$ cat config.mk
export PLATFORM = sky130hd
export DESIGN_NAME = vblank_update_sched
export DESIGN_NICKNAME = d
export VERILOG_FILES = /design/src/rtl/sched_pkg.sv /design/src/rtl/rr_pick.sv /design/src/rtl/vblank_update_sched.sv
export SDC_FILE = /design/constraint.sdc
export NUM_CORES = 1
export LEC_CHECK = 0
export ABC_AREA = 1
export BUFFER_PORTS_ARGS = -buffer_cell sky130_fd_sc_hd__buf_4
export CORE_MARGIN = 3
export CORE_UTILIZATION = 57
export DETAILED_ROUTE_END_ITERATION = 16
export PLACE_DENSITY = 0.79
export SYNTH_ARGS = -nofsm -noshare
export SYNTH_HDL_FRONTEND = slang
export SYNTH_HIERARCHICAL = 1
export SYNTH_SLANG_ARGS = --single-unit
export TNS_END_PERCENT = 30
$ cat constraint.sdc
create_clock -name clk -period 2.68 [get_ports clk]
set_input_delay 0.134 -clock clk [delete_from_list [all_inputs] [get_ports clk]]
set_output_delay 0.134 -clock clk [all_outputs]
set_load 0.005 [all_outputs]
$ cat src/rtl/sched_pkg.sv
// Shared types and defaults for the vertical-blanking update scheduler.
package sched_pkg;

  localparam int unsigned TIMEOUT_DEF = 1024;

  typedef enum logic [2:0] {
    StIdle,
    StSnap,
    StScan,
    StGrant,
    StWaitLow
  } state_t;

endpackage

$ cat src/rtl/rr_pick.sv
// Combinational round-robin picker: first set bit of pend at or after (last+1) mod N_REQ.
module rr_pick #(
  parameter int unsigned N_REQ = 4
) (
  input  logic [N_REQ-1:0]         pend,
  input  logic [$clog2(N_REQ)-1:0] last,
  output logic [$clog2(N_REQ)-1:0] idx,
  output logic                     valid
);

  localparam int unsigned IW = $clog2(N_REQ);

  logic [IW-1:0] w_j;

  always_comb begin
    idx   = last;
    valid = 1'b0;
    w_j   = '0;
    for (int unsigned i = 1; i <= N_REQ; i++) begin
      w_j = IW'((32'(last) + i) % N_REQ);
      if (!valid && pend[w_j]) begin
        idx   = w_j;
        valid = 1'b1;
      end
    end
  end

endmodule

$ cat src/rtl/vblank_update_sched.sv
// Grants the shared game-state update path to one requester at a time during vertical blanking,
// round-robin over the requests snapshotted at blanking entry, with a per-grant timeout.
module vblank_update_sched
  import sched_pkg::*;
#(
  parameter int unsigned N_REQ   = 4,
  parameter int unsigned TIMEOUT = TIMEOUT_DEF
) (
  input  logic                     clk,
  input  logic                     rst_n,
  input  logic                     vblnk,
  input  logic [N_REQ-1:0]         req,
  input  logic [N_REQ-1:0]         done,
  output logic [N_REQ-1:0]         gnt,
  output logic                     frame_start,
  output logic                     busy,
  output logic                     timeout,
  output logic [$clog2(N_REQ)-1:0] timeout_id,
  output logic                     overrun,
  output logic [15:0]              frame_cnt
);

  localparam int unsigned IW = $clog2(N_REQ);
  localparam int unsigned TW = $clog2(TIMEOUT);

  state_t           r_state;
  logic             r_vblnk_d;
  logic             r_seen_low;
  logic [N_REQ-1:0] r_pend;
  logic [IW-1:0]    r_last;
  logic [TW-1:0]    r_timer;
  logic [N_REQ-1:0] r_gnt;
  logic             r_frame_start;
  logic             r_busy;
  logic             r_timeout;
  logic [IW-1:0]    r_timeout_id;
  logic             r_overrun;
  logic [15:0]      r_frame_cnt;

  logic             w_rise;
  logic [IW-1:0]    w_idx;
  logic             w_valid;
  logic             w_end;

  // A vblnk already high at reset release must be seen low before it can count as an entry.
  assign w_rise = vblnk & ~r_vblnk_d & r_seen_low;
  assign w_end  = done[r_last] || (r_timer == TW'(TIMEOUT - 1));

  rr_pick #(
    .N_REQ (N_REQ)
  ) u_rr_pick (
    .pend  (r_pend),
    .last  (r_last),
    .idx   (w_idx),
    .valid (w_valid)
  );

  always_ff @(posedge clk or negedge rst_n) begin
    if (!rst_n) begin
      r_state       <= StIdle;
      r_vblnk_d     <= 1'b0;
      r_seen_low    <= 1'b0;
      r_pend        <= '0;
      r_last        <= IW'(N_REQ - 1);
      r_timer       <= '0;
      r_gnt         <= '0;
      r_frame_start <= 1'b0;
      r_busy        <= 1'b0;
      r_timeout     <= 1'b0;
      r_timeout_id  <= '0;
      r_overrun     <= 1'b0;
      r_frame_cnt   <= '0;
    end else begin
      r_vblnk_d     <= vblnk;
      r_frame_start <= 1'b0;
      r_timeout     <= 1'b0;
      r_overrun     <= 1'b0;
      if (!vblnk) r_seen_low <= 1'b1;

      unique case (r_state)
        StIdle: begin
          if (w_rise) begin
            r_state       <= StSnap;
            r_frame_start <= 1'b1;
            r_busy        <= 1'b1;
            r_frame_cnt   <= r_frame_cnt + 16'd1;
          end
        end
        StSnap: begin
          r_pend  <= req;
          r_state <= StScan;
        end
        StScan: begin
          if (!vblnk && (r_pend != '0)) begin
            r_overrun <= 1'b1;
            r_pend    <= '0;
            r_busy    <= 1'b0;
            r_state   <= StIdle;
          end else if (!w_valid) begin
            r_state <= StWaitLow;
          end else begin
            r_gnt         <= N_REQ'(1) << w_idx;
            r_last        <= w_idx;
            r_pend[w_idx] <= 1'b0;
            r_timer       <= '0;
            r_state       <= StGrant;
          end
        end
        StGrant: begin
          r_timer <= r_timer + 1'b1;
          if (w_end) begin
            r_gnt <= '0;
            if (!done[r_last]) begin
              r_timeout    <= 1'b1;
              r_timeout_id <= r_last;
            end
            // Blanking ended during this grant: leftover work is dropped, not carried over.
            if (!vblnk) begin
              r_overrun <= |r_pend;
              r_pend    <= '0;
              r_busy    <= 1'b0;
              r_state   <= StIdle;
            end else begin
              r_state <= StScan;
            end
          end
        end
        StWaitLow: begin
          if (!vblnk) begin
            r_busy  <= 1'b0;
            r_state <= StIdle;
          end
        end
        default: r_state <= StIdle;
      endcase
    end
  end

  assign gnt         = r_gnt;
  assign frame_start = r_frame_start;
  assign busy        = r_busy;
  assign timeout     = r_timeout;
  assign timeout_id  = r_timeout_id;
  assign overrun     = r_overrun;
  assign frame_cnt   = r_frame_cnt;

endmodule

==> impl_metrics.ini <==
[synth]
synthMuxAreaShare_pct = 0
netlist.area_leader.share_pct = 41.4
synth_ff_type = dfrtp_1
syn_area_um2 = 2720
syn_nets = 383
ys_async_sr_fraction_pct = 100
synth_area_leaders = dfrtp_1 (41%), nand2_1 (18%), nand3_1 (7.4%)
synth_common_cells = nand2_1 (128), dfrtp_1 (45), nand3_1 (40), inv_1 (31), nor2_1 (28)
yosysMostFrequentCell = nand2_1
synth_compound_area_share_pct = 6.44
synth_edf_count = 0
yosysUniqueCellTypes = 34
synth_fa_ha_area_share_pct = 0.920
yosys_warnings = 6
synth_area_per_cell_um2 = 7.35
synthSimpleGateAreaFrac_pct = 38.2
synth-xor-area-share_pct = 4.51
synth.largest_area_cell = dfrtp_1
seq_area_frac_synth_pct = 43.3
ys_ff_latch = 47
syn_inst = 370
synth_top_family_by_area = simple AND/OR/NAND/NOR gates

[floorplan]
die_h_um = 75.1
die_w_um = 75.1
initial_utilization_pct = 60.8
rows = 24
core-area_um2 = 4470
die_area_um2 = 5640
io_pins = 37

[layout]
seq_area_um2 = 1180
fillerInstances = 386
area_growth_pct = 15.2
insertedDiodeCount = 0
final_nets = 424
fin_util_pct = 70.1
final_cells = 463
drive_gt1_share_pct = 17.8
multi_input_area_um2 = 1360

[clock_tree]
htree_levels = 2
clk_pin_slew_ns = 0.09
insertion_delay_ns = 0.30
cts.path.max_buffers = 2
cts_tree = done
cts_root_buf = clkbuf_8
cts_sinks = 47
cts_made_buffers = 5

[setup_path]
worst_ep_arrival_time_ns = 2.46
end_kind = register
regToRegSetupSlack_ns = 0.44
crit_required_ns = 2.90
crit_fanout = 13
criticalPathCategory = register to register
r2r_cells = 12
crit_path_start_kind = register

[sta]
finalCritPeriodShare_pct = 83.6
slew_violations = 0
fin_crit_ns = 2.24
setup_viol = 0
worst_pin_slew_ns = 0.606
max_freq_ghz = 0.446
rsz0062_at_grt = no
slew_headroom_pct = 59.6
finalClockSkew_ns = 0.00632
hold_viol_final = 0
finalSetupTns_ns = 0

[grt]
grt_max_degree = 48
grt_pass1_wl_mm = 10.2
grt_pass1_vias = 2291
antenna_found_initial = 0
grt_use_total_pct = 23.2
grt.overflow.total = 0

[pwr]
powerDensity_nw_per_um2 = 1010
cellLeakagePower_nw = 1.63
vdd_drop_max_v = 0.000574

[place]
portBuffers = 36
routabilityCongestion = 0.891
post-place-cells = 454
dpl.hpwl_mm = 4.52

[detailed_routing]
dr_wl_met3_um = 248
drc = 0
dr.pass1.iters = 5
drt-met1-wl_mm = 2.88
wl_per_cell_um = 12.9
drtIter0Drc = 169
wl_met2_mm = 2.80
topRoutingLayerUsed = met4
final_antenna_net_count = 0
via_per_inst = 5.35
via_count = 2475
wl_mm = 5.98

[hold_path]
holdPathStages = 5
hold_class = primary input to register

[job]
drv_cap = 0

[status]
outcome = finished clean
-- cell type report --
cell class              instances  area share [%]
inverters                      39            4.83
clock buffers                   6            2.63
multi-input cells             280            43.4
well taps                      52            2.08
flip-flops and latches         47            37.6
repair buffers                 38            9.26
clock inverters                 1           0.160
-- layer usage --
layer / track usage, % / vias up
li1: - / 1270
met4: 7.71 / 0
met3: 3.74 / 8
met2: 37.2 / 50
met1: 32.1 / 1147
met5: 0 / -
-- registers in the layout, indices dropped and copies added (netlist names) --
name / cells
frame_cnt: 16
overrun: 1
timeout_id: 2
r_last: 2
r_seen_low: 1
r_pend: 4
gnt: 4
busy: 1
r_state: 3
frame_start: 1
r_vblnk_d: 1
timeout: 1
r_timer: 10
-- logic make-up (layout without fill, tap and decap cells) --
kind of cell               count (synthesis)  in the layout
xor gates and xnor gates                  14             14
DFF                                       47             47
adders and majority gates                  2              2
and+or+nand+nor                          231            231
AOI/OAI and AO/OA                         33             33
buffers and inverters                     43             84
-- cells in the final DEF (no fill, tap or decap) --
cell type        n
or2_4            1
o21ai_1         12
nand2_1        128
nand2_4          2
nor2_4           3
inv_2            5
nand3_2          1
or2_2            1
o22ai_1          1
nand4_2          1
nand4_1          8
o21bai_1         1
clkinv_1         1
nor3_2           1
xnor2_1          5
dlygate4sd3_1    2
and2_1           1
a21oi_1          7
o21ai_0         10
a22oi_1          1
clkinv_2         1
xor2_1           9
nand3_1         40
dfrtp_1         45
clkbuf_8         6
inv_4            2
a21oi_2          1
inv_1           31
nor2_1          28
nor3_1           6
nand2_2          8
nor2_2           2
ha_1             2
buf_4           36
dfstp_2          2
-- worst paths after layout --
| path | end | startpoint |
|---|---|---|
| min | r_pend[3] | req[3] |
| max reg2reg | gnt[3] | r_last[0] |
| min reg2reg | r_seen_low | r_seen_low |
| max in group asynchronous | frame_cnt[10] | rst_n |
| min in group asynchronous | timeout | rst_n |
| max | gnt[3] | r_last[0] |
-- report_power, final --
part	total (mW)	switching [mW]	internal [mW]
Combinational	1.52	0.959	0.562
Sequential	1.20	0.269	0.930
Clock	0.433	0.230	0.203
Total	3.15	1.46	1.70
-- per-stage QoR --
step           instance area (µm²)  setup WS [ns]  power, mW  hold slack (ns)
2_1_floorplan                 2720          0.810       2.27           -0.162
3_3_place_gp                  3030          0.601       2.67            0.176
3_5_place_dp                  3030          0.503       2.72            0.180
4_1_cts                       3130          0.487       3.15            0.168
5_1_grt                       3130          0.169       3.46            0.183
6_report                      3130          0.440       3.15            0.164
-- worst max-delay path: stages (launching register included) --
cell and delay, ns:
dfstp_2 0.70, inv_4 0.08, nand2_1 0.08, nand2_2 0.08, nand2_2 0.11, nand2_4 0.07
a21oi_2 0.15, nand4_1 0.16, nand3_1 0.24, nand2_2 0.18, nand2_1 0.16, nand2_1 0.06
o21ai_1 0.09
-- what timing repair did --
| item | CTS | global route |
|---|---|---|
| endpoints found under the setup margin | 0 | 0 |
| resized for setup | 0 | 0 |
| setup buffers | 0 | 0 |
| endpoints found under the hold margin | 46 | 0 |
| hold buffers | 2 | 0 |
Note: power is estimated with default switching activity, not from simulation.
